### config.mk
export PLATFORM = sky130hd
export DESIGN_NAME = uart_rx_sipo_flat
export DESIGN_NICKNAME = d
export VERILOG_FILES = /design/src/rtl/uart_pkg.sv /design/src/rtl/uart_rx_sipo_if.sv /design/src/rtl/uart_sync.sv /design/src/rtl/uart_rx_sipo.sv /design/src/flat_wrapper.sv
export SDC_FILE = /design/constraint.sdc
export NUM_CORES = 1
export LEC_CHECK = 0
export BUFFER_PORTS_ARGS = -buffer_cell sky130_fd_sc_hd__buf_2
export CORE_MARGIN = 5
export CORE_UTILIZATION = 54
export DETAILED_ROUTE_END_ITERATION = 12
export MAX_ROUTING_LAYER = met4
export PLACE_DENSITY = 0.76
export SLEW_MARGIN = 10
export SYNTH_ARGS = -nofsm -noshare
export SYNTH_HDL_FRONTEND = slang
export SYNTH_HIERARCHICAL = 1
export SYNTH_SLANG_ARGS = --single-unit
export TNS_END_PERCENT = 30
### constraint.sdc
create_clock -name bd_clk -period 1.75 [get_ports bd_clk]
set_clock_uncertainty 0.05 [all_clocks]
set_input_delay 0.175 -clock bd_clk [delete_from_list [all_inputs] [get_ports bd_clk]]
set_output_delay 0.175 -clock bd_clk [all_outputs]
set_load 0.01 [all_outputs]
### src/rtl/uart_pkg.sv
// Shared UART definitions: frame geometry, receive FSM states, parity modes
// and a parity helper.
package uart_pkg;

  localparam int DATA_BITS  = 8;
  localparam int FRAME_BITS = 11;
  localparam int CNT_W      = $clog2(DATA_BITS);

  localparam int PAR_EVEN = 0;
  localparam int PAR_ODD  = 1;

  typedef enum logic [2:0] {
    IDLE      = 3'd0,
    DATA      = 3'd1,
    PARITY    = 3'd2,
    STOP      = 3'd3,
    WAIT_HIGH = 3'd4
  } uart_rx_state_t;

  // Expected parity bit for a data byte: even -> ^data, odd -> ~^data.
  function automatic logic calc_parity(input logic [DATA_BITS-1:0] data,
                                       input logic                 odd);
    return (^data) ^ odd;
  endfunction

endpackage

### src/rtl/uart_rx_sipo_if.sv
// Byte handshake between the UART receive stage (master) and its consumer
// (slave): held byte, error flags qualified by rx_valid, and rx_ready.
interface uart_rx_sipo_if
  import uart_pkg::*;
();

  logic [DATA_BITS-1:0] rx_data;
  logic                 rx_valid;
  logic                 rx_ready;
  logic                 parity_err;
  logic                 frame_err;

  modport master (
    output rx_data,
    output rx_valid,
    output parity_err,
    output frame_err,
    input  rx_ready
  );

  modport slave (
    input  rx_data,
    input  rx_valid,
    input  parity_err,
    input  frame_err,
    output rx_ready
  );

endinterface

### src/rtl/uart_sync.sv
// N-flop bit synchronizer for an asynchronous input. All stages reset to 1
// so an idle-high line does not look like a start bit coming out of reset.
module uart_sync #(
  parameter int N = 2
) (
  input  logic bd_clk,
  input  logic rst_n,
  input  logic i_d,
  output logic o_q
);

  logic [N-1:0] r_sync;

  // Shift the asynchronous input through the synchronizer chain.
  // NOTE: sequential state uses <= so every stage samples the pre-edge value of
  // its neighbour; blocking = here would collapse the chain into one flop.
  always_ff @(posedge bd_clk or negedge rst_n) begin
    if (!rst_n) begin
      r_sync <= '1;
    end else begin
      r_sync <= {r_sync[N-2:0], i_d};
    end
  end

  assign o_q = r_sync[N-1];

endmodule

### src/rtl/uart_rx_sipo.sv
// UART receive stage: synchronizes rx, deserializes the 11-bit frame
// (start, 8 data LSB first, parity, stop), checks parity and stop bit and
// hands the byte out through a one-entry holding register.
// Optional parity checking is enabled by defining UART_RX_PARITY_CHECK_EN;
// without it the parity bit time is consumed and parity_err reads 0.
module uart_rx_sipo
  import uart_pkg::*;
#(
  parameter int SYNC_STAGES = 2,
  parameter int PARITY_ODD  = PAR_EVEN
) (
  input  logic           bd_clk,
  input  logic           rst_n,
  input  logic           rx,
  input  logic           clr_ovr,
  output logic           overrun,
  output logic           busy,
  uart_rx_sipo_if.master rx_if
);

  // Reject configurations the synchronizer and parity logic do not support.
  if (SYNC_STAGES < 2 || SYNC_STAGES > 4) begin : g_bad_sync
    $error("uart_rx_sipo: SYNC_STAGES must be 2..4");
  end
  if (PARITY_ODD != PAR_EVEN && PARITY_ODD != PAR_ODD) begin : g_bad_par
    $error("uart_rx_sipo: PARITY_ODD must be 0 or 1");
  end

  localparam logic [CNT_W-1:0] LAST_BIT = CNT_W'(DATA_BITS - 1);

  logic                 w_rx_s;
  uart_rx_state_t       r_state;
  uart_rx_state_t       w_next_state;
  logic [DATA_BITS-1:0] r_shreg;
  logic [CNT_W-1:0]     r_bit_cnt;
  logic [DATA_BITS-1:0] r_data;
  logic                 r_valid;
  logic                 r_parity_err;
  logic                 r_frame_err;
  logic                 r_overrun;
  logic                 w_complete;
  logic                 w_accept;
  logic                 w_load;
  logic                 w_drop;
  logic                 w_parity_err;
  logic                 w_frame_err;

  uart_sync #(
    .N (SYNC_STAGES)
  ) u_rx_sync (
    .bd_clk (bd_clk),
    .rst_n  (rst_n),
    .i_d    (rx),
    .o_q    (w_rx_s)
  );

  // FSM state register.
  always_ff @(posedge bd_clk or negedge rst_n) begin
    if (!rst_n) begin
      r_state <= IDLE;
    end else begin
      r_state <= w_next_state;
    end
  end

  // FSM next-state logic; a stop bit of 0 parks in WAIT_HIGH until the line
  // recovers so a held-low break is not decoded as a stream of frames.
  // NOTE: w_next_state gets a default before the case so every path assigns
  // it; otherwise always_comb would infer a latch.
  always_comb begin
    w_next_state = r_state;
    case (r_state)
      IDLE:      if (!w_rx_s) w_next_state = DATA;
      DATA:      if (r_bit_cnt == LAST_BIT) w_next_state = PARITY;
      PARITY:    w_next_state = STOP;
      STOP:      w_next_state = w_rx_s ? IDLE : WAIT_HIGH;
      WAIT_HIGH: if (w_rx_s) w_next_state = IDLE;
      default:   w_next_state = IDLE;
    endcase
  end

  // Deserializer: shift data bits in LSB first and count them.
  always_ff @(posedge bd_clk or negedge rst_n) begin
    if (!rst_n) begin
      r_shreg   <= '0;
      r_bit_cnt <= '0;
    end else begin
      case (r_state)
        IDLE: begin
          if (!w_rx_s) r_bit_cnt <= '0;
        end
        DATA: begin
          r_shreg   <= {w_rx_s, r_shreg[DATA_BITS-1:1]};
          r_bit_cnt <= r_bit_cnt + CNT_W'(1);
        end
        default: ;
      endcase
    end
  end

`ifdef UART_RX_PARITY_CHECK_EN
  logic r_par_bit;

  // Capture the received parity bit during its bit time.
  always_ff @(posedge bd_clk or negedge rst_n) begin
    if (!rst_n) begin
      r_par_bit <= 1'b0;
    end else if (r_state == PARITY) begin
      r_par_bit <= w_rx_s;
    end
  end

  assign w_parity_err = r_par_bit ^ calc_parity(r_shreg, 1'(PARITY_ODD));
`else
  assign w_parity_err = 1'b0;
`endif

  assign w_complete  = (r_state == STOP);
  assign w_frame_err = ~w_rx_s;
  assign w_accept    = r_valid & rx_if.rx_ready;
  assign w_load      = w_complete & (~r_valid | w_accept);
  assign w_drop      = w_complete & r_valid & ~w_accept;

  // Holding register: load on completion when empty or being drained,
  // otherwise clear on accept; contents stay frozen while valid.
  always_ff @(posedge bd_clk or negedge rst_n) begin
    if (!rst_n) begin
      r_data       <= '0;
      r_valid      <= 1'b0;
      r_parity_err <= 1'b0;
      r_frame_err  <= 1'b0;
    end else if (w_load) begin
      r_data       <= r_shreg;
      r_valid      <= 1'b1;
      r_parity_err <= w_parity_err;
      r_frame_err  <= w_frame_err;
    end else if (w_accept) begin
      r_valid      <= 1'b0;
    end
  end

  // Sticky overrun: set by a dropped frame, cleared by clr_ovr, set wins.
  always_ff @(posedge bd_clk or negedge rst_n) begin
    if (!rst_n) begin
      r_overrun <= 1'b0;
    end else if (w_drop) begin
      r_overrun <= 1'b1;
    end else if (clr_ovr) begin
      r_overrun <= 1'b0;
    end
  end

  assign rx_if.rx_data    = r_data;
  assign rx_if.rx_valid   = r_valid;
  assign rx_if.parity_err = r_parity_err;
  assign rx_if.frame_err  = r_frame_err;
  assign overrun          = r_overrun;
  assign busy             = (r_state != IDLE);

endmodule

### src/flat_wrapper.sv
// flat-port wrapper written by rule: the top's interface ports become plain ports
module uart_rx_sipo_flat import uart_pkg::*;
#(
  parameter int SYNC_STAGES = 2,
  parameter int PARITY_ODD  = PAR_EVEN
)
  (bd_clk, rst_n, rx, clr_ovr, overrun, busy, rx_if_rx_data, rx_if_rx_valid, rx_if_parity_err, rx_if_frame_err, rx_if_rx_ready);
  uart_rx_sipo_if rx_if_i ();
  input  logic bd_clk;
  input  logic rst_n;
  input  logic rx;
  input  logic clr_ovr;
  output logic overrun;
  output logic busy;
  output wire logic [$bits(rx_if_i.rx_data)-1:0] rx_if_rx_data;
  output wire logic [$bits(rx_if_i.rx_valid)-1:0] rx_if_rx_valid;
  output wire logic [$bits(rx_if_i.parity_err)-1:0] rx_if_parity_err;
  output wire logic [$bits(rx_if_i.frame_err)-1:0] rx_if_frame_err;
  input wire logic [$bits(rx_if_i.rx_ready)-1:0] rx_if_rx_ready;
  assign rx_if_rx_data = rx_if_i.rx_data;
  assign rx_if_rx_valid = rx_if_i.rx_valid;
  assign rx_if_parity_err = rx_if_i.parity_err;
  assign rx_if_frame_err = rx_if_i.frame_err;
  assign rx_if_i.rx_ready = rx_if_rx_ready;
  uart_rx_sipo #(.SYNC_STAGES(SYNC_STAGES), .PARITY_ODD(PARITY_ODD)) u_core (.bd_clk(bd_clk), .rst_n(rst_n), .rx(rx), .clr_ovr(clr_ovr), .overrun(overrun), .busy(busy), .rx_if(rx_if_i));
endmodule
==> metrics <==
Reg2Reg Setup Slack=0.25 ns; Peak VDD IR=937 uV; Arr. time, crit path=1.45 ns; CP startpoint kind=flop; vias in the first global route=714; CP peak stage delay=0.52 ns; final setup margin=0.0702 ns; first-pass GRT wire length=3110 um; Clock transition at path regs=0.13 ns; Die Wd=56.3 um; fin util=0.641; Mapped Nets=105; Worst Max-Slew Pin Slew=0.581 ns; WHS=0.0881 ns; FF-to-FF End=u_core/r_bit_cnt[0]; critical path required time=1.52 ns; Worst Hold Class=input port to flop; ys async rst share=1.00; Post-DRT Antenna Nets=0; root buf cell=clkbuf_4; Starting Density=0.579; synthesized flop and latch total=27; setup bufs post-CTS=0; initial antenna violation count=0; Port Buffers=16; Final Setup Violations=0; H-tree lvl count=1; CP bufs+invs=1; P per Cell Area=1740 nW/um2; Syn Area/Cell=11.8 um2; TritonCTS clock tree=yes; final non-filler cell total=144; most common flop cell mapped by yosys=dfrtp_1; Worst R2R Path Depth=3; Netlist cell types=22; Setup Slack @ Placement=0.277 ns; final hold vios=0; Avg Vias per Cell=4.97; relative slew slack=0.613; Max Buffers Root-to-Sink=2; Max Clock Freq=595 MHz; Max-cap violations=0; # diodes=0; post-DP HPWL=1240 um; share of cells above drive strength 1=0.342; Clock Sink Count=27; Filler cells=169; Setup TNS Final=0 ns; routed vias=715; Top Family by Delay on Critical Path=flip-flops; final period utilization=0.960; final WL=1840 um; largest net degree at the start of global routing=28; Max stage delay cell, worst path=dfrtp_1; CTS buffer count=3; Critical Path Sink Type=output pin; die area=3170 um2; die height=56.3 um; Max Slew Vio Count=0; crit path cell chain=or3_2 -> buf_2; drt initial violations=18; hold_sp=rx_if_rx_ready; Post-synth EDFFs=0; CP Max Fanout=9; Cell Count Post-Placement=137; Worst-Skew Late Latency=0.31 ns; Hold Crit Endpoint=u_core/rx_if.rx_valid; Crit path depth=2; Pre-antenna DRT Iters=4; Core Rows=16; Leak Pwr=0.658 nW; DRC=0; Area growth syn-to-layout=10.6%; core area=2000 um2; GRT Total Usage=0.129; unrepaired setup endpoints after global routing=no; io pins=18; nets@finish=125; status=complete, no violations; global route total overflow=0; average wire per standard cell=12.8 um; Placer Congestion=0.706; Mapped Cells=98; Hold Path Depth=3; Post-Synthesis Cell Area=1160 um2; Synthesis Warnings=6; sequential area share after synthesis=0.585; r2r startpoint=u_core/r_state[0]; Period minus WS final=1.68 ns; critical path type=flop to output pin
-- registers in the layout, summed over array words and instances (netlist names) --
name and count:
u_core/u_rx_sync/r_sync 2, u_core/rx_if.frame_err 1, u_core/r_state 3, u_core/rx_if.rx_valid 1
u_core/overrun 1, u_core/r_shreg 8, u_core/rx_if.rx_data 8, u_core/r_bit_cnt 3
-- through the flow --
step / cell area [um2] / power [mW]
5_1_grt: 1280 / 2.42
4_1_cts: 1280 / 2.26
2_1_floorplan: 1160 / 1.76
6_report: 1280 / 2.23
3_5_place_dp: 1220 / 1.99
3_3_place_gp: 1220 / 1.94
-- power by group --
group / switching, mW / internal [mW] / leakage [nW]
clock network: 0.169 / 0.0891 / 0.0150
logic: 0.463 / 0.432 / 0.312
registers: 0.194 / 0.888 / 0.331
-- how the worst max path moves through the flow --
stage	from	slack [ns]	end
2_1_floorplan	u_core/r_state[2]	0.37	u_core/rx_if.rx_data[0]
3_3_place_gp	u_core/r_state[1]	0.31	u_core/rx_if.rx_data[5]
3_5_place_dp	u_core/r_state[1]	0.28	u_core/rx_if.rx_data[5]
4_1_cts	u_core/r_state[1]	0.03	busy
5_1_grt	u_core/r_state[0]	0.01	busy
6_report	u_core/r_state[0]	0.07	busy
-- cell usage after synthesis (2+ instances only) --
cell type	count	share of area
nand2_1	31	0.10
dfrtp_1	25	0.54
mux2_2	9	0.087
buf_6	5	0.049
nor2_1	4	0.013
dfstp_2	2	0.045
ha_1	2	0.022
inv_1	2	0.0065
mux2i_1	2	0.017
nand2b_1	2	0.011
nand3b_4	2	0.035
o21ai_0	2	0.0086
-- area by class of cell --
class | count | area, um2 | share of cell area
Sequential cell | 27 | 679 | 0.530
Multi-Input combinational cell | 63 | 410 | 0.320
Timing Repair Buffer | 21 | 125 | 0.0976
Tap cell | 27 | 33.8 | 0.0263
Clock buffer | 4 | 26.3 | 0.0205
Inverter | 2 | 7.51 | 0.00585
-- worst register-to-register path: cells and delay by family, from the launching register on --
kind | cells | cell delay, ns
simple gates | 2 | 0.79
flops | 1 | 0.52
compound gates | 1 | 0.05
-- per-layer routing --
layer,vias to the layer above,part of all wire,track usage
met3,4,0.043,0.0275
met5,-,0,-
met2,16,0.47,0.205
met1,341,0.46,0.152
li1,354,-,-
met4,0,0.021,0.0712
-- cell usage in the layout (no fill, tap or decap) --
cell type / count
buf_2: 16
nand3b_4: 2
clkbuf_4: 3
a21oi_1: 1
mux2i_1: 2
ha_1: 2
nand2_1: 31
conb_1: 1
buf_4: 2
nor4_1: 1
nor2_1: 4
nor2b_2: 1
dfrtp_1: 24
or3b_4: 1
o21ai_2: 1
dfstp_2: 2
dlygate4sd3_1: 3
clkbuf_1: 1
o22ai_1: 1
dfrtp_2: 1
nand2b_1: 2
mux2_2: 9
inv_1: 2
o21ai_0: 2
nor3b_2: 1
or3_2: 1
-- timing repair --
action	CTS	global route
endpoints found under the hold margin	27	0
hold buffers	3	0
setup endpoints to repair	0	1
gates resized for setup	0	1
-- logic make-up (layout without fill, tap and decap cells) --
kind of cell / count (synthesis) / count (layout) / synth area share
compound gates: 5 / 5 / 0.0259
fa+ha+maj: 2 / 2 / 0.0216
buf+inv: 8 / 27 / 0.0615
flops: 27 / 27 / 0.585
mux: 11 / 11 / 0.105
other cells: 1 / 1 / 0.00323
simple gates: 44 / 44 / 0.198
(Power assumes the default switching activity.)
